**config.mk**
```make
export PLATFORM = sky130hd
export DESIGN_NAME = adv_channel_scheduler
export DESIGN_NICKNAME = d
export VERILOG_FILES = /design/src/rtl/adv_channel_scheduler.sv
export SDC_FILE = /design/constraint.sdc
export NUM_CORES = 1
export LEC_CHECK = 0
export CAP_MARGIN = 20
export CORE_MARGIN = 5
export CORE_UTILIZATION = 50
export DETAILED_ROUTE_END_ITERATION = 12
export PLACE_DENSITY = 0.82
export SYNTH_ARGS = -nofsm -noshare
export SYNTH_HDL_FRONTEND = slang
export SYNTH_SLANG_ARGS = --single-unit
```
**constraint.sdc**
```tcl
create_clock -name clk -period 3.06 [get_ports clk]
set_input_delay 0.612 -clock clk [delete_from_list [all_inputs] [get_ports clk]]
set_output_delay 0.612 -clock clk [all_outputs]
set_load 0.02 [all_outputs]
```
**src/rtl/adv_channel_scheduler.sv**
```systemverilog
// Advertising-channel hop scheduler: tunes each enabled channel (37/38/39), settles
// the sync detector, listens for a dwell window, and holds the channel while a packet is captured.
module adv_channel_scheduler #(
    parameter int unsigned SETTLE_CYCLES   = 64,
    parameter int unsigned DWELL_CYCLES    = 100000,
    parameter int unsigned CAPTURE_TIMEOUT = 20000
) (
    input  logic        clk,
    input  logic        rst_n,
    input  logic        enable,
    input  logic [2:0]  channel_mask,
    input  logic        sync_found,
    input  logic        sync_valid,
    output logic [5:0]  rf_channel,
    output logic        rf_tune,
    output logic        det_rst_n,
    output logic        capturing,
    output logic        busy,
    output logic        timeout_err,
    output logic [15:0] hop_count,
    output logic [15:0] pkt_count
);

    localparam int unsigned CNT_W = 24;
    localparam int unsigned CNT_SETTLE  = SETTLE_CYCLES - 1;
    localparam int unsigned CNT_DWELL   = DWELL_CYCLES - 1;
    localparam int unsigned CNT_CAPTURE = CAPTURE_TIMEOUT - 1;

    typedef enum logic [2:0] {
        S_IDLE,
        S_TUNE,
        S_SETTLE,
        S_DWELL,
        S_CAPTURE
    } state_e;

    state_e             state_q, state_d;
    logic [CNT_W-1:0]   cnt_q, cnt_d;
    logic [1:0]         idx_q, idx_d;
    logic               hop_c;
    logic               timeout_c;

    logic [5:0]         rf_channel_q, rf_channel_d;
    logic               rf_tune_q, rf_tune_d;
    logic               det_rst_n_q, det_rst_n_d;
    logic               capturing_q, capturing_d;
    logic               busy_q, busy_d;
    logic               timeout_err_q, timeout_err_d;
    logic [15:0]        hop_count_q, hop_count_d;
    logic [15:0]        pkt_count_q, pkt_count_d;

    // First enabled index strictly after cur, wrapping 0->1->2->0; cur itself if it is the only one.
    function automatic logic [1:0] next_idx(input logic [1:0] cur, input logic [2:0] mask);
        logic [1:0] j;
        logic [1:0] r;
        logic       found;
        j     = cur;
        r     = cur;
        found = 1'b0;
        for (int i = 0; i < 3; i++) begin
            j = (j == 2'd2) ? 2'd0 : j + 2'd1;
            if (mask[j] && !found) begin
                r     = j;
                found = 1'b1;
            end
        end
        return r;
    endfunction

    always_ff @(posedge clk or negedge rst_n) begin
        if (!rst_n) begin
            state_q <= S_IDLE;
        end else begin
            state_q <= state_d;
        end
    end

    always_comb begin
        state_d   = state_q;
        cnt_d     = cnt_q;
        idx_d     = idx_q;
        hop_c     = 1'b0;
        timeout_c = 1'b0;
        case (state_q)
            S_IDLE: begin
                if (enable && (channel_mask != 3'b000)) begin
                    idx_d   = next_idx(2'd2, channel_mask);
                    state_d = S_TUNE;
                end
            end
            S_TUNE: begin
                state_d = S_SETTLE;
                cnt_d   = CNT_W'(CNT_SETTLE);
            end
            S_SETTLE: begin
                if (cnt_q == '0) begin
                    state_d = S_DWELL;
                    cnt_d   = CNT_W'(CNT_DWELL);
                end else begin
                    cnt_d = cnt_q - CNT_W'(1);
                end
            end
            S_DWELL: begin
                // A sync in the last window cycle still wins over the hop.
                if (sync_found) begin
                    state_d = S_CAPTURE;
                    cnt_d   = CNT_W'(CNT_CAPTURE);
                end else if (cnt_q == '0) begin
                    hop_c = 1'b1;
                end else begin
                    cnt_d = cnt_q - CNT_W'(1);
                end
            end
            S_CAPTURE: begin
                if (!sync_found) begin
                    hop_c = 1'b1;
                end else if (sync_valid) begin
                    cnt_d = CNT_W'(CNT_CAPTURE);
                end else if (cnt_q == '0) begin
                    timeout_c = 1'b1;
                    hop_c     = 1'b1;
                end else begin
                    cnt_d = cnt_q - CNT_W'(1);
                end
            end
            default: state_d = S_IDLE;
        endcase

        if (hop_c) begin
            if (channel_mask == 3'b000) begin
                state_d = S_IDLE;
            end else begin
                idx_d   = next_idx(idx_q, channel_mask);
                state_d = S_TUNE;
            end
        end

        // Dropping enable aborts silently from any state.
        if (!enable) begin
            state_d   = S_IDLE;
            idx_d     = idx_q;
            timeout_c = 1'b0;
        end
    end

    // Registered outputs are computed from the state being entered.
    always_comb begin
        rf_tune_d     = (state_d == S_TUNE);
        rf_channel_d  = (state_d == S_TUNE) ? 6'(6'd37 + 6'(idx_d)) : rf_channel_q;
        det_rst_n_d   = (state_d == S_DWELL) || (state_d == S_CAPTURE);
        capturing_d   = (state_d == S_CAPTURE);
        busy_d        = (state_d != S_IDLE);
        timeout_err_d = timeout_c;
        hop_count_d   = hop_count_q + 16'((state_d == S_TUNE) ? 1 : 0);
        pkt_count_d   = pkt_count_q +
                        16'(((state_d == S_CAPTURE) && (state_q == S_DWELL)) ? 1 : 0);
    end

    always_ff @(posedge clk or negedge rst_n) begin
        if (!rst_n) begin
            cnt_q         <= '0;
            idx_q         <= 2'd0;
            rf_channel_q  <= 6'd37;
            rf_tune_q     <= 1'b0;
            det_rst_n_q   <= 1'b0;
            capturing_q   <= 1'b0;
            busy_q        <= 1'b0;
            timeout_err_q <= 1'b0;
            hop_count_q   <= 16'd0;
            pkt_count_q   <= 16'd0;
        end else begin
            cnt_q         <= cnt_d;
            idx_q         <= idx_d;
            rf_channel_q  <= rf_channel_d;
            rf_tune_q     <= rf_tune_d;
            det_rst_n_q   <= det_rst_n_d;
            capturing_q   <= capturing_d;
            busy_q        <= busy_d;
            timeout_err_q <= timeout_err_d;
            hop_count_q   <= hop_count_d;
            pkt_count_q   <= pkt_count_d;
        end
    end

    assign rf_channel  = rf_channel_q;
    assign rf_tune     = rf_tune_q;
    assign det_rst_n   = det_rst_n_q;
    assign capturing   = capturing_q;
    assign busy        = busy_q;
    assign timeout_err = timeout_err_q;
    assign hop_count   = hop_count_q;
    assign pkt_count   = pkt_count_q;

endmodule
```
After elaboration in Yosys (flattened, before gate mapping). Index checks and enable logic that the tools add are counted. W data, S select, Z words.

ROM bits: 0. RAM bits: 0. Bits in latches: 0. Memories: 0. Logic and storage cells: 105. Register bits after elaboration: 72.

Add/sub/neg operators: 7. Shift operators: 0. Equality and inequality tests: 11. Muxes and demuxes: 55. $lt $le $gt $ge: 3. Divide/modulo/power cells: 0. Bitwise operators: 0. Reduce and logical (&&, ||, !) cells: 18. Multiply operators: 0.

Operators with widths (count): $mux W24 (5); $pmux W24 S4 (1); $add A16 B1 Y16 (2); $mux W2 (14); $mux W1 (25); $logic_not A24 Y1 (1); $sub A24 B1 Y24 const B (1); $mux W3 (5); $pmux W3 S5 (1); $eq A3 B2 Y1 const B (3); $lt A2 B3 Y1 const B (3); $add A2 B1 Y2 const B (3); $add A6 B2 Y6 const A (1); $bmux W1 S2 (3); $eq A2 B2 Y1 const B (3); $eq A3 B1 Y1 const B (2); $eq A3 B3 Y1 const B (2); $logic_and A1 B1 Y1 (6); $logic_not A3 Y1 (2); $reduce_bool A3 Y1 (2); $logic_not A1 Y1 (4); $reduce_bool A4 Y1 (1); $ne A2 B2 Y1 const B (1); $pmux W1 S2 (1); 2 further kinds (2).

Logic depth before layout (Yosys ltp). Gate-level depths: netlist of the first run.

Depth in word-level cells: 19. Gate-level depth with buffers: 13. Mapped depth without buffers: 13.

Worst setup path before layout of the first run. OpenSTA, ideal clock, no wires.

Path type: input-to-reg. Start point: in sync_valid. End point: reg hop_count_q[14] (netlist: hop_count[14]). Required time: 2.980 ns. Path slack: -0.086 ns. Buffers on the path: 1. Data arrival time: 3.066 ns. Stages: 12. Cell sequence: clkbuf_1 > nor2b_1 > a2bb2oi_2 > nand4b_1 > a22oi_2 > a211oi_4 > ha_1 > ha_1 > nand2_1 > or2_2 > nor2_1 > xor2_1.

Cells in the longest elaborated chain, start to end: 8.

Ends and longest elaborated chain: start, declared (line 13) `input logic sync_valid,`; $mux W1 (line 117) `end else if (sync_valid) begin`; $mux W1 (line 115) `if (!sync_found) begin`; $pmux W1 S2 (line 84) `case (state_q)`; $mux W3 (line 129) `if (hop_c) begin`; $mux W3 (line 139) `if (!enable) begin`; $eq A3 B1 Y1; via rf_tune_d (line 44) `logic rf_tune_q, rf_tune_d;`; $mux W1 (line 154) `hop_count_d = hop_count_q + 16'((state_d == S_TUNE) ? 1 : 0);`; $add A16 B1 Y16 (line 154); via hop_count_d[14] (line 49) `logic [15:0] hop_count_q, hop_count_d;`; end signal, assigned (line 180) `hop_count_q <= hop_count_d;`; end, declared (line 49).

The timed path passes the listed nets, and every way through them passes these cells. A chain may end at the register's enable or synchronous reset.

Worst setup path in the final report of the first run.
Start point: reg cnt_q[18]. End point: reg hop_count_q[14] (netlist: hop_count[14]).

Cells in the longest elaborated chain, start to end: 10. Elaborated cells between the ends (all ways): 13.

Ends and longest elaborated chain: start, declared (line 38) `logic [CNT_W-1:0] cnt_q, cnt_d;`; start signal, assigned (line 172) `cnt_q <= cnt_d;`; $logic_not A24 Y1 * (line 96, 108, 119); $mux W1 (line 108, 119); $mux W1 (line 117); $mux W1 (line 115); $pmux W1 S2 (line 84); $mux W3 * (line 129); $mux W3 * (line 139); $eq A3 B1 Y1 *; via rf_tune_d (line 44); $mux W1 * (line 154); $add A16 B1 Y16 * (line 154); via hop_count_d[14] (line 49).

Mark *: on every way through the listed nets, which the timed path passes. The rest lies on a longest branch.

==> metrics, run 1 <==
routed vias/inst=5.91; total CTS buffers=9; Finished Layout Cells=slightly above 600; CP Data Arrival Time=~3.2 ns; Mean Syn Cell Area=9.61 um^2; status=completed; worst-skew pair later-pin latency=around 0.35 ns; type of origin of the critical path=flop; largest net degree at the start of global routing=36; post-synthesis sequential area ratio=44.6%; clock tree from TritonCTS=yes; FF+latch count, synth=70; Synth area leader=dfrtp_1; Synth Instances=409; vias in the first global route=~3600; Rel. slew slack=37.1%; # clock sinks=70; H-tree levels=3; CP max stage delay=approximately 0.50 ns; initial antenna violation count=0; fin nets=~500; Yosys top cell area share=between 40% and 50%; # DRC=0; slowest CP cell=nor4_4; Final ANT Viol Nets=0; hpwl dp=approximately 7.3 mm; routability cong.=between 0.9 and 1; simple-gate share of the synthesized area=a little under a quarter; multiplexer share of the synthesized area=under 10%; CP Cell Sequence=nor4_4 > nand4b_4 > nor3_4 > o21ai_2 > a211oi_4 > ha_2 > ha_2 > nand2_1 > or2_4 > nor2_2 > xor2_1; Post-synth EDFFs=0; clock root cell=clkbuf_8; Synth Flop Type=dfrtp_1; HP Class=primary input to async pin; Placed Area=around 4800 um^2; GR Util All Layers=between 20% and 30%; area fraction in compound gates after synthesis=between 10% and 20%; PD cells=roughly 540 nW/um^2; ys async rst share=100%; Commonest cells post-synth=dfrtp_1 (68), nand2_1 (45), nor2_1 (33); first-pass GRT wire length=between 15 and 20 mm; Clock Path Buffers=2; count leader, synth=dfrtp_1; crit share post-route=a little over nine tenths; post-synth cell types=slightly below 70; Setup TNS Final=0 ns; die width=98.6 um; DRT iter0 DRCs=just under 300; LEAKAGE=around 2.3 nW; Final Hold Fails=0; maximum fanout along the worst path=5; warnings from Yosys=0; Max Clock Skew=~0.0083 ns; Post-Synthesis Cell Area=approximately 4000 um^2; Core ar.=a little under 8000 um^2; Tmin final=approximately 2.9 ns; aggregate routed wire length=just over 10 mm; Die Area=9730 um^2; Slew @ Worst Pin=roughly 0.94 ns; Area contributors post-synth=dfrtp_1 (43%), nand2_1 (4.3%), xnor2_1 (4.2%), a21oi_1 (3.2%), nor2_1 (3.2%); max_cap viols=0; data required time at the worst endpoint=roughly 3.3 ns; number of placed instances, taps included=between 500 and 600; grt ovf=0; CP dominant cell by count=ha_2; fin util=roughly two thirds; pins over their slew limit=0; Setup Viol. Count Final=0; drt wl/cell=between 15 and 20 um; Port Buf Inserts=48; XOR/XNOR Fraction of Synth Area=7.36%; maximum VDD drop=about 0.43 mV; Std-Cell Rows=32; vias=roughly 3600; io pins=51; n_diodes=0; die height=approximately 99 um; Reg clk slew, reported paths=0.08 ns; Post-Synth Adder-Cell Area=approximately 2.2%; CP Class=flop to flop; Critical Path End Type=flop; Initial Util=51.1%; ratio of cells with drive above 1 in the final layout=18.5%; Pre-Repair DR Iteration Count=7; Final Cell Area=slightly above 5000 um^2; RSZ-0062 raised after global routing=false; syn_nets=~420; FMAX=around 350 MHz; area grow syn2layout=28.6%; largest family of logic cells by synthesized area=simple AND/OR/NAND/NOR gates
[final cells by class]
| cell class | count | area, um^2 |
|---|---|---|
| clock inverter | 7 | 104 |
| fill | 623 | 2640 |
| timing repair buffer | 94 | 821 |
| multi-input combinational | 313 | 2080 |
| inverter | 10 | 37.5 |
| tap | 102 | 128 |
| clock buffer | 9 | 124 |
| sequential | 70 | 1750 |
[state kept, by name, indices dropped and copies added, names as in the netlist]
signal,count
state_q,3
busy,1
rf_tune,1
pkt_count,16
cnt_q,24
det_rst_n,1
rf_channel,4
hop_count,16
timeout_err,1
capturing,1
idx_q,2
[per-layer routing]
layer	vias up	GRT usage (%)	share of wire, %
met5	-	0	0
met4	0	7.35	1.8
met3	22	4.53	6.8
met2	148	35.9	49
met1	1740	28.7	42
li1	1667	-	-
[through the flow]
step | hold WS (ns) | setup WS [ns] | power, mW
finish | 0.359 | 0.167 | 2.74
global route | 0.400 | 0.0290 | 2.90
CTS | 0.366 | 0.0940 | 2.72
detailed placement | 0.462 | -0.0684 | 1.86
global placement | 0.455 | 0.0552 | 1.84
floorplan | 0.316 | 0.00843 | 1.55
[layout by cell type (no fill, tap or decap), types with 3 or more instances in the layout]
cell type        netlist  layout
nor2_1                33      31
a211oi_1               4       4
nor3_2                 3       3
or3_1                  4       4
and3_1                13      13
clkdlybuf4s50_1        0      47
nor4_1                 3       3
dfrtp_1               68      68
clkinv_4               0       3
nor2b_1                4       3
a21oi_1               25      25
nand2_1               45      45
a221oi_1               3       3
mux2_4                 3       3
ha_1                   7       5
mux2i_1                3       3
a31oi_1               10      10
nand4_1                7       7
inv_1                 10       9
nand3_1               20      19
o21ai_0                9       9
clkbuf_8               0       9
xnor2_1               19      19
o21ai_1                9       9
a32o_1                 3       3
a22o_1                 4       4
nor3_1                13      13
o22ai_1                3       3
buf_4                  2      46
xor2_1                14      14
o221ai_1               3       3
[path summary, 6_finish.rpt]
kind	slack, ns	start	cells past startpoint	endpoint
worst min-delay path	0.36	rst_n	1	det_rst_n$_DFF_PN0_
worst max register to register	0.17	cnt_q[18]$_DFFE_PN0P_	11	hop_count[14]$_DFF_PN0_
min in group clk	0.48	rf_channel[2]$_DFFE_PN1N_	2	rf_channel[2]$_DFFE_PN1N_
worst max-delay path	0.17	cnt_q[18]$_DFFE_PN0P_	11	hop_count[14]$_DFF_PN0_
worst min register to register	0.48	rf_channel[2]$_DFFE_PN1N_	2	rf_channel[2]$_DFFE_PN1N_
max in group asynchronous	1.86	rst_n	2	pkt_count[15]$_DFF_PN0_
[logic make-up after synthesis]
kind of cell | count (synthesis)
xor+xnor | 33
other cells | 2
fa+ha+maj | 7
flops | 70
compound gates | 97
mux | 6
buf+inv | 26
simple gates | 168
[what timing repair did]
action | CTS | global route
hold buffers | 0 | 0
gates resized for setup | 0 | 6
buffers inserted | 0 | 5
setup endpoints to repair | 0 | 4
[power by group]
part / switching, mW / internal [mW] / leakage (nW) / total (mW)
combinational: 0.417 / 0.341 / 1.30 / 0.758
sequential: 0.109 / 1.02 / 0.926 / 1.13
clock: 0.381 / 0.469 / 0.114 / 0.850
total: 0.906 / 1.83 / 2.34 / 2.74
[critical path, delay by kind of cell, from the launching register on]
family | cells | cell delay [ns]
xor+xnor | 1 | 0.15
flops | 1 | 0.46
simple gates | 6 | 1.45
compound gates | 2 | 0.36
fa+ha+maj | 2 | 0.40
No activity file was read; power rests on OpenSTA's default activity.
==> inputs of run 2 (changes only) <==
--- a/config.mk
+++ b/config.mk
@@ -7,9 +7,10 @@
 export LEC_CHECK = 0
 export CAP_MARGIN = 20
 export CORE_MARGIN = 5
-export CORE_UTILIZATION = 50
+export CORE_UTILIZATION = 30
+export CTS_BUF_LIST = sky130_fd_sc_hd__clkbuf_8
 export DETAILED_ROUTE_END_ITERATION = 12
-export PLACE_DENSITY = 0.82
+export PLACE_DENSITY = 0.56
 export SYNTH_ARGS = -nofsm -noshare
 export SYNTH_HDL_FRONTEND = slang
 export SYNTH_SLANG_ARGS = --single-unit
==> run 2 against run 1 <==
Utilization shrank 25 points. Clock power shrank 2%. Register-to-register slack gained 0.06 ns. Cell count grew 13%. Via count shrank 2.3%. Total power shrank 0.61%. Die area grew 59%. Largest cell class unchanged.
==> metrics, run 2 (synthesis gave the netlist of run 1 again) <==
register area=1750 um^2 (unchanged); top sig layer=met4; type of origin of the critical path=flop; RR Endpoint=rf_channel[1]$_DFFE_PN0N_; H-tree levels=3 (unchanged); hpwl dp=7.70 mm (+4.9%); Critical Path End Type=flop; # DRC=0 (unchanged); PD cells=524 nW/um^2 (-3.3%); DRT iter0 DRCs=222 (-24%); drt wl/cell=15.2 um (-9.7%); Final ANT Viol Nets=0 (unchanged); io pins=51 (unchanged); die width=124 um (+26%); CP dominant cell by count=buf_4; most common library cell in the layout ignoring fill and taps=dfrtp_1; Std-Cell Rows=41 (+28%); CP Class=flop to flop; most frequent cells in the layout=dfrtp_1 (68), buf_4 (52), clkdlybuf4s50_1 (47); cell family with most CP delay=simple AND/OR/NAND/NOR gates; Port Buf Inserts=48 (unchanged); routed vias/inst=5.13 (-13%); Top reg by flops=cnt_q; aggregate routed wire length=10.4 mm (+1.6%); routability cong.=0.853 (-5.3%); HP Class=primary input to async pin; Slew @ Worst Pin=1.01 ns (+0.0659 ns); n_diodes=0 (unchanged); Final Hold Fails=0 (unchanged); CP bufs+invs=3 (+3); worst r2r src=cnt_q[21]$_DFFE_PN0P_; Max Clock Skew=0.0103 ns (+0.00204 ns); Reg clk slew, reported paths=0.07 ns (about the same); clock tree from TritonCTS=yes; number of flip-flops in the largest register=24 (unchanged); Core ar.=12700 um^2 (+65%); RSZ-0062 raised after global routing=false; max_cap viols=0 (unchanged); r2r setup slk=0.23 ns (+0.06 ns); slowest CP cell=dfrtp_1; vias=3496 (-2.3%); grt ovf=0 (unchanged); total CTS buffers=9 (unchanged); die height=124 um (+26%); Setup Viol. Count Final=0 (unchanged); met1 WL=4.82 mm (+12%); DR WL met2=4.99 mm (-0.52%); pins over their slew limit=0 (unchanged); maximum VDD drop=0.359 mV (-16%); FILL cells=1295 (+110%); total power draw=2.72 mW (-0.61%); Tmin final=2.83 ns (-0.0628 ns); Clock Path Buffers=2 (unchanged); vias in the first global route=3436 (-5.2%); clock root cell=clkbuf_8; area grow syn2layout=32.2%; status=completed; maximum fanout along the worst path=4 (-1); largest net degree at the start of global routing=71 (+97%); FMAX=353 MHz (+2.2%); Rel. slew slack=32.7% (-4.4 points); met3 routed WL=441 um (-36%); R2R depth=11 (unchanged); CP max stage delay=0.45 ns (-0.05 ns); LEAKAGE=2.31 nW (-1.3%); data required time at the worst endpoint=3.30 ns (-0.03 ns); worst-skew pair later-pin latency=0.36 ns (about the same); CP Cell Sequence=nor4_4 > buf_4 > buf_4 > and4b_1 > nand4b_1 > buf_4 > o21ai_1 > o221ai_1 > a32o_1 > ha_1 > mux2_4; area of the multi-input gates=2080 um^2 (-0.24%); initial antenna violation count=0 (unchanged); fin nets=520 (+1.4%); GR Util All Layers=13.6% (-8.2 points); CP Data Arrival Time=3.07 ns (-0.10 ns); Initial Util=30.9% (-20 points); # clock sinks=70 (unchanged); ratio of cells with drive above 1 in the final layout=19.1% (+0.57 points); Pre-Repair DR Iteration Count=5 (-2); crit share post-route=92.5% (-2.1 points); first-pass GRT wire length=17.5 mm (+0.11%); fin util=40.8% (-25 points); Die Area=15500 um^2 (+59%)
[run 2: area by class of cell]
type | instances | share of cell area [%]
tap | 172 | 4.14
sequential | 70 | 33.8
inverter | 10 | 0.723
clock buffer | 10 | 2.65
timing repair buffer | 101 | 17.1
clock inverter | 5 | 1.61
multi-input combinational | 313 | 40.0
[run 2: how the worst max path moves through the flow]
stage / from / endpoint / slack (ns) / cells past startpoint
after global placement: sync_found / pkt_count[12]$_DFF_PN0_ / -0.05 / 12
after global routing: cnt_q[0]$_DFFE_PN0P_ / hop_count[12]$_DFF_PN0_ / 0.04 / 14
after detailed placement: sync_found / pkt_count[12]$_DFF_PN0_ / -0.13 / 12
after floorplan: enable / hop_count[14]$_DFF_PN0_ / 0.008 / 12
after CTS: cnt_q[1]$_DFFE_PN0P_ / hop_count[12]$_DFF_PN0_ / 0.08 / 13
final: cnt_q[21]$_DFFE_PN0P_ / rf_channel[1]$_DFFE_PN0N_ / 0.23 / 11
[run 2: report_power, final]
group | internal (mW) | leakage (nW) | switching, mW
clock | 0.478 | 0.105 | 0.358
sequential | 1.02 | 0.926 | 0.0974
combinational | 0.351 | 1.28 | 0.415
total | 1.85 | 2.31 | 0.871
[run 2: metal layers]
| layer | global-route usage, % | up-vias |
|---|---|---|
| met5 | 0 | - |
| met4 | 3.80 | 0 |
| met3 | 3.64 | 9 |
| met2 | 21.8 | 83 |
| met1 | 18.0 | 1724 |
| li1 | - | 1680 |
[run 2: timing repair]
action                     CTS  global route
buffers inserted             0             6
resized for setup            0             4
hold buffers                 0             0
setup endpoints to repair    0             4
[run 2: stage by stage]
stage	instances	hold WS (ns)	setup slack (ns)	cell area, um^2	TNS, ns
after floorplan	409	0.316	0.00843	3940	0
after global placement	660	0.461	-0.0507	4920	-0.0710
after detailed placement	660	0.463	-0.131	4920	-0.373
after CTS	675	0.274	0.0803	5140	0
after global routing	681	0.292	0.0450	5190	0
final	681	0.269	0.230	5190	0
==> inputs of run 3 (changes only) <==
--- a/config.mk
+++ b/config.mk
@@ -5,10 +5,10 @@
 export SDC_FILE = /design/constraint.sdc
 export NUM_CORES = 1
 export LEC_CHECK = 0
-export CAP_MARGIN = 20
 export CORE_MARGIN = 5
 export CORE_UTILIZATION = 30
 export CTS_BUF_LIST = sky130_fd_sc_hd__clkbuf_8
+export CTS_CLUSTER_DIAMETER = 80
 export DETAILED_ROUTE_END_ITERATION = 12
 export PLACE_DENSITY = 0.56
 export SYNTH_ARGS = -nofsm -noshare
==> results of run 3 <==
The final DEF is identical to that of run 2; final timing and power are the same.
